## src/rtl/fetch_target_queue_pkg.sv

```systemverilog
// Shared frontend definitions for the fetch target queue: default sizing,
// the queue entry layout and the pointer width derived from the depth.
package fetch_target_queue_pkg;

  localparam int FTQ_DEPTH     = 4;
  localparam int FTQ_PC_W      = 31;
  localparam int FTQ_FID_W     = 5;
  localparam int FTQ_OFFS_W    = 3;
  localparam int FTQ_WFI_DELAY = 1024;
  localparam int FTQ_PTR_W     = $clog2(FTQ_DEPTH);

  typedef struct packed {
    logic [FTQ_PC_W-1:0]   pc;
    logic [FTQ_OFFS_W-1:0] lastOffs;
    logic [FTQ_FID_W-1:0]  fetchID;
    logic                  intr;
  } FTQEntry_t;

endpackage

```

## src/rtl/fetch_target_queue_if.sv

```systemverilog
// Bundle of everything the fetch target queue exchanges with the predictor,
// the icache and the backend. The master side is the surrounding frontend,
// the slave side is the queue itself.
interface fetch_target_queue_if
  import fetch_target_queue_pkg::*;
#(
  parameter int DEPTH = FTQ_DEPTH
);

  logic                    IN_en;
  logic                    IN_interruptPending;
  logic                    IN_mispr;
  logic [FTQ_FID_W-1:0]    IN_misprFetchID;
  logic                    IN_misprWfi;
  logic [FTQ_FID_W-1:0]    IN_comFetchID;
  logic                    IN_bpValid;
  logic [FTQ_PC_W-1:0]     IN_bpPC;
  logic [FTQ_OFFS_W-1:0]   IN_bpLastOffs;
  logic                    OUT_bpReady;
  logic [FTQ_FID_W-1:0]    OUT_bpFetchID;
  logic                    OUT_icValid;
  logic                    IN_icReady;
  logic [FTQ_PC_W-1:0]     OUT_icPC;
  logic [FTQ_OFFS_W-1:0]   OUT_icLastOffs;
  logic [FTQ_FID_W-1:0]    OUT_icFetchID;
  logic                    OUT_icIntr;
  logic                    OUT_wfi;
  logic [$clog2(DEPTH):0]  OUT_count;

  modport master (
    output IN_en, IN_interruptPending, IN_mispr, IN_misprFetchID, IN_misprWfi,
           IN_comFetchID, IN_bpValid, IN_bpPC, IN_bpLastOffs, IN_icReady,
    input  OUT_bpReady, OUT_bpFetchID, OUT_icValid, OUT_icPC, OUT_icLastOffs,
           OUT_icFetchID, OUT_icIntr, OUT_wfi, OUT_count
  );

  modport slave (
    input  IN_en, IN_interruptPending, IN_mispr, IN_misprFetchID, IN_misprWfi,
           IN_comFetchID, IN_bpValid, IN_bpPC, IN_bpLastOffs, IN_icReady,
    output OUT_bpReady, OUT_bpFetchID, OUT_icValid, OUT_icPC, OUT_icLastOffs,
           OUT_icFetchID, OUT_icIntr, OUT_wfi, OUT_count
  );

endinterface

```

## src/rtl/fetch_target_queue_wfi_timer.sv

```systemverilog
// Frontend quiesce timer. A redirect may request WFI; the quiesce then lasts
// at most WFI_DELAY cycles and ends early as soon as an interrupt is pending.
module ftq_wfi_timer #(
  parameter int WFI_DELAY = 1024
) (
  input  logic clk,
  input  logic rst,
  input  logic load,
  input  logic loadWfi,
  input  logic wake,
  output logic wfi
);

  localparam int CNT_W = $clog2(WFI_DELAY);

  logic [CNT_W-1:0] counter;

  // Load on redirect, then count down; leaving quiesce happens when the
  // countdown would go below zero or when an interrupt wakes the core.
  always_ff @(posedge clk) begin
    if (rst) begin
      wfi     <= 1'b0;
      counter <= '0;
    end else if (load) begin
      wfi     <= loadWfi;
      counter <= loadWfi ? CNT_W'(WFI_DELAY - 1) : '0;
    end else if (wfi) begin
      if (wake) begin
        wfi <= 1'b0;
      end else if (counter == '0) begin
        wfi <= 1'b0;
      end else begin
        counter <= counter - CNT_W'(1);
      end
    end
  end

endmodule

```

## src/rtl/fetch_target_queue.sv

```systemverilog
// Fetch target queue: decouples the branch predictor from the icache,
// hands out sequential fetch IDs bounded by the commit point, owns WFI
// quiesce and single-shot interrupt-marker injection.
// Optional build macro FTQ_BYPASS_EN: an empty queue forwards an accepted
// block straight to the icache in the same cycle when the icache is ready.
module fetch_target_queue
  import fetch_target_queue_pkg::*;
#(
  parameter int DEPTH     = FTQ_DEPTH,
  parameter int WFI_DELAY = FTQ_WFI_DELAY
) (
  input logic clk,
  input logic rst,
  fetch_target_queue_if.slave bus
);

  localparam int PTR_W = $clog2(DEPTH);
  localparam int CNT_W = PTR_W + 1;

  FTQEntry_t          mem [DEPTH];
  logic [PTR_W-1:0]   headPtr;
  logic [PTR_W-1:0]   tailPtr;
  logic [CNT_W-1:0]   count;
  logic [FTQ_FID_W-1:0] nextFID;
  logic [FTQ_FID_W-1:0] nextFIDInc;
  logic               issuedIntr;
  logic               wfi;

  logic      full;
  logic      empty;
  logic      limitHit;
  logic      bpReady;
  logic      accept;
  logic      storedValid;
  logic      bypassFire;
  logic      doEnq;
  logic      doDeq;
  FTQEntry_t newEntry;
  FTQEntry_t headEntry;

  assign full        = (count == CNT_W'(DEPTH));
  assign empty       = (count == '0);
  assign nextFIDInc  = nextFID + FTQ_FID_W'(1);
  assign limitHit    = (nextFIDInc == bus.IN_comFetchID);
  assign bpReady     = !rst && bus.IN_en && !wfi && !issuedIntr && !full &&
                       !limitHit && !bus.IN_mispr;
  assign accept      = bus.IN_bpValid && bpReady;
  assign storedValid = !rst && !empty;

`ifdef FTQ_BYPASS_EN
  assign bypassFire  = empty && accept && bus.IN_icReady;
`else
  assign bypassFire  = 1'b0;
`endif

  assign doEnq     = accept && !bypassFire;
  assign doDeq     = storedValid && bus.IN_icReady && !bus.IN_mispr;
  assign headEntry = mem[headPtr];

  assign newEntry.pc       = bus.IN_bpPC;
  assign newEntry.lastOffs = bus.IN_bpLastOffs;
  assign newEntry.fetchID  = nextFID;
  assign newEntry.intr     = bus.IN_interruptPending;

  // Quiesce timer is reloaded by every redirect and woken by interrupts.
  ftq_wfi_timer #(
    .WFI_DELAY (WFI_DELAY)
  ) wfiTimer (
    .clk     (clk),
    .rst     (rst),
    .load    (bus.IN_mispr),
    .loadWfi (bus.IN_misprWfi),
    .wake    (bus.IN_interruptPending),
    .wfi     (wfi)
  );

  // Entry storage; only written on a real enqueue, never needs clearing.
  always_ff @(posedge clk) begin
    if (doEnq) begin
      mem[tailPtr] <= newEntry;
    end
  end

  // Queue bookkeeping and fetch-ID allocation; a redirect flushes everything
  // and restarts allocation right after the redirecting block.
  always_ff @(posedge clk) begin
    if (rst) begin
      headPtr    <= '0;
      tailPtr    <= '0;
      count      <= '0;
      nextFID    <= '0;
      issuedIntr <= 1'b0;
    end else if (bus.IN_mispr) begin
      headPtr    <= '0;
      tailPtr    <= '0;
      count      <= '0;
      nextFID    <= bus.IN_misprFetchID + FTQ_FID_W'(1);
      issuedIntr <= 1'b0;
    end else begin
      if (accept) begin
        nextFID <= nextFIDInc;
        if (bus.IN_interruptPending) begin
          issuedIntr <= 1'b1;
        end
      end
      if (doEnq) begin
        tailPtr <= tailPtr + PTR_W'(1);
      end
      if (doDeq) begin
        headPtr <= headPtr + PTR_W'(1);
      end
      if (doEnq && !doDeq) begin
        count <= count + CNT_W'(1);
      end else if (!doEnq && doDeq) begin
        count <= count - CNT_W'(1);
      end
    end
  end

  // Icache-facing view: stored head first, bypassed block when the queue is
  // empty, zeros otherwise so nothing stale leaks out.
  always_comb begin
    bus.OUT_icValid    = 1'b0;
    bus.OUT_icPC       = '0;
    bus.OUT_icLastOffs = '0;
    bus.OUT_icFetchID  = '0;
    bus.OUT_icIntr     = 1'b0;
    if (storedValid) begin
      bus.OUT_icValid    = 1'b1;
      bus.OUT_icPC       = headEntry.pc;
      bus.OUT_icLastOffs = headEntry.lastOffs;
      bus.OUT_icFetchID  = headEntry.fetchID;
      bus.OUT_icIntr     = headEntry.intr;
    end else if (bypassFire) begin
      bus.OUT_icValid    = 1'b1;
      bus.OUT_icPC       = newEntry.pc;
      bus.OUT_icLastOffs = newEntry.lastOffs;
      bus.OUT_icFetchID  = newEntry.fetchID;
      bus.OUT_icIntr     = newEntry.intr;
    end
  end

  assign bus.OUT_bpReady   = bpReady;
  assign bus.OUT_bpFetchID = rst ? '0 : nextFID;
  assign bus.OUT_wfi       = !rst && wfi;
  assign bus.OUT_count     = rst ? '0 : count;

endmodule

```

## src/flat_wrapper.sv

```systemverilog
// flat-port wrapper written by rule: the top's interface ports become plain ports
module fetch_target_queue_flat import fetch_target_queue_pkg::*;
#(
  parameter int DEPTH     = FTQ_DEPTH,
  parameter int WFI_DELAY = FTQ_WFI_DELAY
)
  (clk, rst, bus_IN_en, bus_IN_interruptPending, bus_IN_mispr, bus_IN_misprFetchID, bus_IN_misprWfi, bus_IN_comFetchID, bus_IN_bpValid, bus_IN_bpPC, bus_IN_bpLastOffs, bus_IN_icReady, bus_OUT_bpReady, bus_OUT_bpFetchID, bus_OUT_icValid, bus_OUT_icPC, bus_OUT_icLastOffs, bus_OUT_icFetchID, bus_OUT_icIntr, bus_OUT_wfi, bus_OUT_count);
  fetch_target_queue_if #(.DEPTH(DEPTH)) bus_i ();
  input logic clk;
  input logic rst;
  input wire logic [$bits(bus_i.IN_en)-1:0] bus_IN_en;
  input wire logic [$bits(bus_i.IN_interruptPending)-1:0] bus_IN_interruptPending;
  input wire logic [$bits(bus_i.IN_mispr)-1:0] bus_IN_mispr;
  input wire logic [$bits(bus_i.IN_misprFetchID)-1:0] bus_IN_misprFetchID;
  input wire logic [$bits(bus_i.IN_misprWfi)-1:0] bus_IN_misprWfi;
  input wire logic [$bits(bus_i.IN_comFetchID)-1:0] bus_IN_comFetchID;
  input wire logic [$bits(bus_i.IN_bpValid)-1:0] bus_IN_bpValid;
  input wire logic [$bits(bus_i.IN_bpPC)-1:0] bus_IN_bpPC;
  input wire logic [$bits(bus_i.IN_bpLastOffs)-1:0] bus_IN_bpLastOffs;
  input wire logic [$bits(bus_i.IN_icReady)-1:0] bus_IN_icReady;
  output wire logic [$bits(bus_i.OUT_bpReady)-1:0] bus_OUT_bpReady;
  output wire logic [$bits(bus_i.OUT_bpFetchID)-1:0] bus_OUT_bpFetchID;
  output wire logic [$bits(bus_i.OUT_icValid)-1:0] bus_OUT_icValid;
  output wire logic [$bits(bus_i.OUT_icPC)-1:0] bus_OUT_icPC;
  output wire logic [$bits(bus_i.OUT_icLastOffs)-1:0] bus_OUT_icLastOffs;
  output wire logic [$bits(bus_i.OUT_icFetchID)-1:0] bus_OUT_icFetchID;
  output wire logic [$bits(bus_i.OUT_icIntr)-1:0] bus_OUT_icIntr;
  output wire logic [$bits(bus_i.OUT_wfi)-1:0] bus_OUT_wfi;
  output wire logic [$bits(bus_i.OUT_count)-1:0] bus_OUT_count;
  assign bus_i.IN_en = bus_IN_en;
  assign bus_i.IN_interruptPending = bus_IN_interruptPending;
  assign bus_i.IN_mispr = bus_IN_mispr;
  assign bus_i.IN_misprFetchID = bus_IN_misprFetchID;
  assign bus_i.IN_misprWfi = bus_IN_misprWfi;
  assign bus_i.IN_comFetchID = bus_IN_comFetchID;
  assign bus_i.IN_bpValid = bus_IN_bpValid;
  assign bus_i.IN_bpPC = bus_IN_bpPC;
  assign bus_i.IN_bpLastOffs = bus_IN_bpLastOffs;
  assign bus_i.IN_icReady = bus_IN_icReady;
  assign bus_OUT_bpReady = bus_i.OUT_bpReady;
  assign bus_OUT_bpFetchID = bus_i.OUT_bpFetchID;
  assign bus_OUT_icValid = bus_i.OUT_icValid;
  assign bus_OUT_icPC = bus_i.OUT_icPC;
  assign bus_OUT_icLastOffs = bus_i.OUT_icLastOffs;
  assign bus_OUT_icFetchID = bus_i.OUT_icFetchID;
  assign bus_OUT_icIntr = bus_i.OUT_icIntr;
  assign bus_OUT_wfi = bus_i.OUT_wfi;
  assign bus_OUT_count = bus_i.OUT_count;
  fetch_target_queue #(.DEPTH(DEPTH), .WFI_DELAY(WFI_DELAY)) u_core (.clk(clk), .rst(rst), .bus(bus_i));
endmodule
```

## config.mk

```make
export PLATFORM = sky130hd
export DESIGN_NAME = fetch_target_queue_flat
export DESIGN_NICKNAME = d
export VERILOG_FILES = /design/src/rtl/fetch_target_queue_pkg.sv /design/src/rtl/fetch_target_queue_if.sv /design/src/rtl/fetch_target_queue_wfi_timer.sv /design/src/rtl/fetch_target_queue.sv /design/src/flat_wrapper.sv
export SDC_FILE = /design/constraint.sdc
export NUM_CORES = 1
export LEC_CHECK = 0
export ABC_CLOCK_PERIOD_IN_PS = 4200
export BUFFER_PORTS_ARGS = -buffer_cell sky130_fd_sc_hd__buf_2
export CORE_MARGIN = 2
export CORE_UTILIZATION = 47
export CTS_BUF_LIST = sky130_fd_sc_hd__clkbuf_2
export DETAILED_ROUTE_END_ITERATION = 6
export GPL_TIMING_DRIVEN = 0
export PLACE_DENSITY = 0.67
export SLEW_MARGIN = 10
export SYNTH_ARGS = -nofsm -noshare
export SYNTH_HDL_FRONTEND = slang
export SYNTH_SLANG_ARGS = --single-unit
```

## constraint.sdc

```tcl
create_clock -name clk -period 4.2 [get_ports clk]
set_clock_uncertainty 0.2 [all_clocks]
set_input_delay 0.84 -clock clk [delete_from_list [all_inputs] [get_ports clk]]
set_output_delay 0.84 -clock clk [all_outputs]
set_load 0.01 [all_outputs]
```

Word-level counts from Yosys, hierarchy flattened:

Memory sizes are Yosys's and may differ from the RTL's. A register that Yosys moved wholly into a read port is not among the register bits.
Index checks and enable logic that the tools add are counted.

* $add $sub $neg: 7
* eq/ne operators: 4
* muxes and demuxes: 24
* reductions and logical operators: 30

Operators by type and width (number)
* two-way mux 10 bit: 5
* two-way mux 31 bit: 1
* two-way mux 5 bit: 4
* logical AND 1 bit: 13
* two-way mux 3 bit: 4
* adder 5 x 1 -> 5 bit (second input constant): 2
* zero test 10 bit: 1
* subtractor 10 x 1 -> 10 bit (second input constant): 1
* zero test 1 bit: 9
* two-way mux 1 bit: 8
* nonzero test 2 bit: 3
* equality test 5 bit: 1
* adder 2 x 1 -> 2 bit (second input constant): 2
* two-way mux 2 bit: 2
* adder 3 x 1 -> 3 bit (second input constant): 1
* equality test 3 bit (second input constant): 1
* zero test 3 bit: 1
* AND reduction 3 bit: 1
* subtractor 3 x 1 -> 3 bit (second input constant): 1
* != test 2 x 1 -> 1 bit (second input constant): 1
* != test 2 bit (second input constant): 1
* AND reduction 2 bit: 1
* OR reduction 2 bit: 1

* register bits: 24
* bits in writable memories: 160
* input bits: 52
* output and inout bits: 51
* logic and storage cells: 73
* memories kept: 1

Memories
* u_core.mem: words 4, bits a word 40, read ports 1, clocked after Yosys merged registers in 1, write ports 1, line fetch_target_queue.sv:20 `FTQEntry_t mem [DEPTH];`

Longest topological paths before layout:

* depth in word-level cells: 12
* mapped depth: 11
* mapped depth without buffers: 10

Modules after synthesis:

Synthesis repeated with hierarchy kept, for this count alone.

* cells, all modules: 425
* area, all modules: 7567.3 µm²

Modules (own cells, without submodules)
* fetch_target_queue: times used 1, cells an instance 362, area each 6989.2 µm², seq. area each 5104.9 µm²
* ftq_wfi_timer: times used 1, cells an instance 63, area each 578.1 µm², seq. area each 220.2 µm²

Worst setup path before layout:

No wires, ideal clock.

* kind: input-to-reg
* from: input bus_IN_mispr
* to: memory u_core.mem[0][0] in the netlist's numbering (enable)
* library setup time: 0.401 ns
* arrival time: 2.662 ns
* required time: 3.599 ns
* path slack: 0.937 ns
* cell stages on the path: 5
* buffers on the path: 1
* path through: or2_2 -> nand4b_1 -> a31oi_1 -> buf_4 -> and2_1

* cells in the longest elaborated chain, start to end: 5

Ends and longest elaborated chain
* from (decl): line flat_wrapper.sv:13 `input wire logic [$bits(bus_i.IN_mispr)-1:0] bus_IN_mispr;`
* zero test 1 bit: line fetch_target_queue.sv:46 `!limitHit && !bus.IN_mispr;`
* logical AND 1 bit: line fetch_target_queue.sv:46
* logical AND 1 bit: line fetch_target_queue.sv:47 `assign accept = bus.IN_bpValid && bpReady;`
* named net u_core.accept: line fetch_target_queue.sv:33 `logic accept;`
* two-way mux 1 bit: line fetch_target_queue.sv:79 `if (doEnq) begin`
* two-way mux 1 bit (not written as such): line fetch_target_queue.sv:80 `mem[tailPtr] <= newEntry;`
* to (decl): line fetch_target_queue.sv:20

The timed path passes the listed nets, and every way through them passes these cells.

Final worst setup path:

* from: register u_core.count[0]
* to: output bus_OUT_icFetchID[4]

* cells in the longest elaborated chain, start to end: 4

Ends and longest elaborated chain
* from (decl): line fetch_target_queue.sv:23 `logic [CNT_W-1:0] count;`
* from (signal assigned): line fetch_target_queue.sv:113 `count <= count + CNT_W'(1);`
* from (signal assigned): line fetch_target_queue.sv:115 `count <= count - CNT_W'(1);`
* zero test 3 bit: line fetch_target_queue.sv:42 `assign empty = (count == '0);`
* zero test 1 bit: line fetch_target_queue.sv:48 `assign storedValid = !rst && !empty;`
* logical AND 1 bit: line fetch_target_queue.sv:48
* two-way mux 5 bit: line fetch_target_queue.sv:128 `if (storedValid) begin`
* to (decl): line flat_wrapper.sv:26 `output wire logic [$bits(bus_i.OUT_icFetchID)-1:0] bus_OUT_icFetchID;`

No other way between the ends.

==> metrics.yaml <==
status:
  status: "complete, no violations"
routing:
  wl_per_cell_um: 17.6
  postRouteWirelength_um: 13700
  ant_nets: 0
  drt_iter0_drc: 264
  routed_via_density: 5.14
  via_count: 3996
  drc: 0
  first_pass_iters: 4
timing:
  setup_viol: 0
  slew_viol_final: 0
  fin_crit_sh: 0.893
  fin_crit_ps: 3750
  fin_ws_ps: 449
  tns_ps: 0
  fmax_mhz: 267
  hold_violations: 0
  rsz0062_at_grt: "false"
  slew_headroom: 0.555
  worstMarginPinSlew_ps: 667
final_layout:
  final_cell_mix: "edfxtp_1 (160), buf_2 (106), mux4_2 (40), and2_1 (40), dfxtp_1 (26)"
  fin_area_mm2: 0.00871
  drive_gt1_frac: 0.349
  final_common_cell: "edfxtp_1"
  syn_to_final_growth_pct: 14.6
  nets: 609
clock_network:
  post_cts.repair.setup_buffers: 0
  cts_resized: 0
  worstSkewPairLatency_ps: 740
  clkTransAtPathRegs_ps: 230
  h-tree-depth: 4
  clockRootBuffer: "clkbuf_2"
  cts_tree: "yes"
  cts_sinks: 186
  cts_buffer_depth: 2
  hold_buffers: 0
  cts_buffers: 17
setup_path:
  path_class: "register to output pin"
  worst-path-max-fanout: 10
  r2r-start: "u_core.nextFID[0]$_SDFFE_PP0P_"
  end_kind: "output pin"
  required_ps: 3160
  setup.worst_path.start_class: "register"
  crit_arrival_ps: 2710
  critPathLaunch: "u_core.count[0]$_SDFFE_PP0P_"
floorplan:
  fp.dieH_um: 131
  core.rowCount: 46
  start_util: 0.480
  fp.dieW_um: 131
  coreArea_mm2: 0.0158
  pin_count: 103
  die-area_mm2: 0.0172
yosys:
  async_flop_share: 0
  synthFlopType: "edfxtp_1"
  synth_seq_cells: 186
  synth_cells: 421
  syn_nets: 482
  yosys_warnings: 0
  synth_edf_count: 160
  ys_types: 46
  synth_seq_area_share: 0.701
  synth.avg_cell_area_um2: 18.0
  netlist_area_mm2: 0.00760
power_and_ir_drop:
  p_int_uw: 2370
  p_clk_frac: 0.276
  vdd_ir_drop_max_mv: 0.150
  p_comb_frac: 0.054
  leakagePower_uw: 0.00308
  switching_share: 0.222
  p_seq_frac: 0.670
  switchingPower_uw: 677
  power_density_mw_per_mm2: 350
job:
  max_cap_violations: 0
place:
  placed_cell_area_mm2: 0.00846
  gp_congestion: 0.802
  pre_cts_ws_ps: 558
  port_buffers: 102
  hpwl_um: 9110
global_route:
  grt_pass1_vias: 4225
  track_usage: 0.168
  grt_max_degree: 26
  overflow: 0
  grt_antenna_before_repair: 0
  grt_pass1_wl_um: 22000
hold_path:
  min_path_type: "primary input to register"
  min_from: "bus_IN_bpPC[3]"
-- routing by layer --
metal | part of all wire | vias up | wire (um) | GRT usage
met3 | 0.052 | 18 | 711 | 0.0417
met5 | 0 | - | 0 | 0
met2 | 0.50 | 117 | 6860 | 0.281
met4 | 0.016 | 0 | 223 | 0.0646
met1 | 0.43 | 1985 | 5880 | 0.213
li1 | - | 1876 | - | -
-- sequential cells by signal, summed over array words and instances, names as in the netlist, named ones only --
register / flops
u_core.count: 3
u_core.headPtr: 2
u_core.issuedIntr: 1
u_core.mem: 160
u_core.nextFID: 5
u_core.tailPtr: 2
u_core.wfiTimer.counter: 10
u_core.wfiTimer.wfi: 1
-- power groups by stage --
stage | logic, uW | clock network [uW] | registers (uW)
floorplan | 95.4 | 0 | 2080
CTS | 164 | 870 | 2040
global placement | 156 | 0 | 2080
global route | 182 | 939 | 2050
finish | 164 | 842 | 2040
detailed placement | 163 | 0 | 2080
-- critical path, cell delays in order (launching register included) --
cell	delay [ps]
dfxtp_1	450
nor2b_1	230
or3_1	140
clkbuf_1	370
clkbuf_1	420
and2_1	230
buf_2	140
-- per-stage QoR --
stage / hold WS (ps) / utilization / instances / power (uW)
after CTS: 23.3 / 0.549 / 775 / 3080
after global placement: 256 / 0.529 / 739 / 2240
final: 88.7 / 0.550 / 778 / 3050
after floorplan: 238 / - / 421 / 2170
after detailed placement: 277 / 0.535 / 743 / 2250
after global routing: 1.34 / 0.550 / 777 / 3170
-- logic make-up (layout without fill, tap and decap cells) --
logic type	after synthesis	in the layout	synth area share
DFF	186	186	0.701
and+or+nand+nor	102	102	0.0819
muxes	47	47	0.128
buffers and inverters	27	167	0.0155
AOI/OAI and AO/OA	25	25	0.0249
xor gates and xnor gates	25	25	0.0326
adders and majority gates	9	9	0.0158
other	0	1	0
-- cells in the mapped netlist, types with 2 or more instances --
cell type	count	area share
a21boi_1	2	0.0020
mux4_2	40	0.12
dfxtp_1	26	0.069
nor4b_1	2	0.0023
nor2_1	14	0.0069
o21ai_0	2	0.0013
nand2b_1	2	0.0016
xnor2_1	14	0.016
nand3_1	6	0.0040
nor3b_2	2	0.0033
inv_1	7	0.0035
ha_1	8	0.013
o21a_1	2	0.0020
clkbuf_1	14	0.0069
a21boi_0	7	0.0069
mux2_2	3	0.0044
xor2_1	9	0.010
a21oi_1	5	0.0033
nor2b_1	10	0.0082
buf_2	4	0.0026
and2b_1	2	0.0020
and2_1	44	0.036
nand2_1	4	0.0020
nor3_1	4	0.0026
mux2i_1	4	0.0053
or3_1	3	0.0025
a211oi_1	3	0.0030
edfxtp_1	160	0.63
-- final cells by class --
cell class,instances,area [um2]
diodes,1,2.50
plain buffers,20,91.3
clock buffers,18,90.1
clock inverters,14,131
fillers,1270,7120
inverters,7,26.3
multi-input cells,208,2160
flip-flops and latches,186,5330
well taps,216,270
repair buffers,108,611
-- final timing paths --
check | endpoint | slack (ps) | depth (start not counted)
setup / recovery | bus_OUT_icFetchID[4] | 450 | 6
hold / removal | u_core.mem[1][12]$_DFFE_PP_ | 90 | 1
setup reg to reg | u_core.count[2]$_SDFFE_PP0P_ | 1060 | 11
hold reg to reg | u_core.issuedIntr$_SDFFE_PP0P_ | 320 | 2
Note: power is estimated with default switching activity, not from simulation.
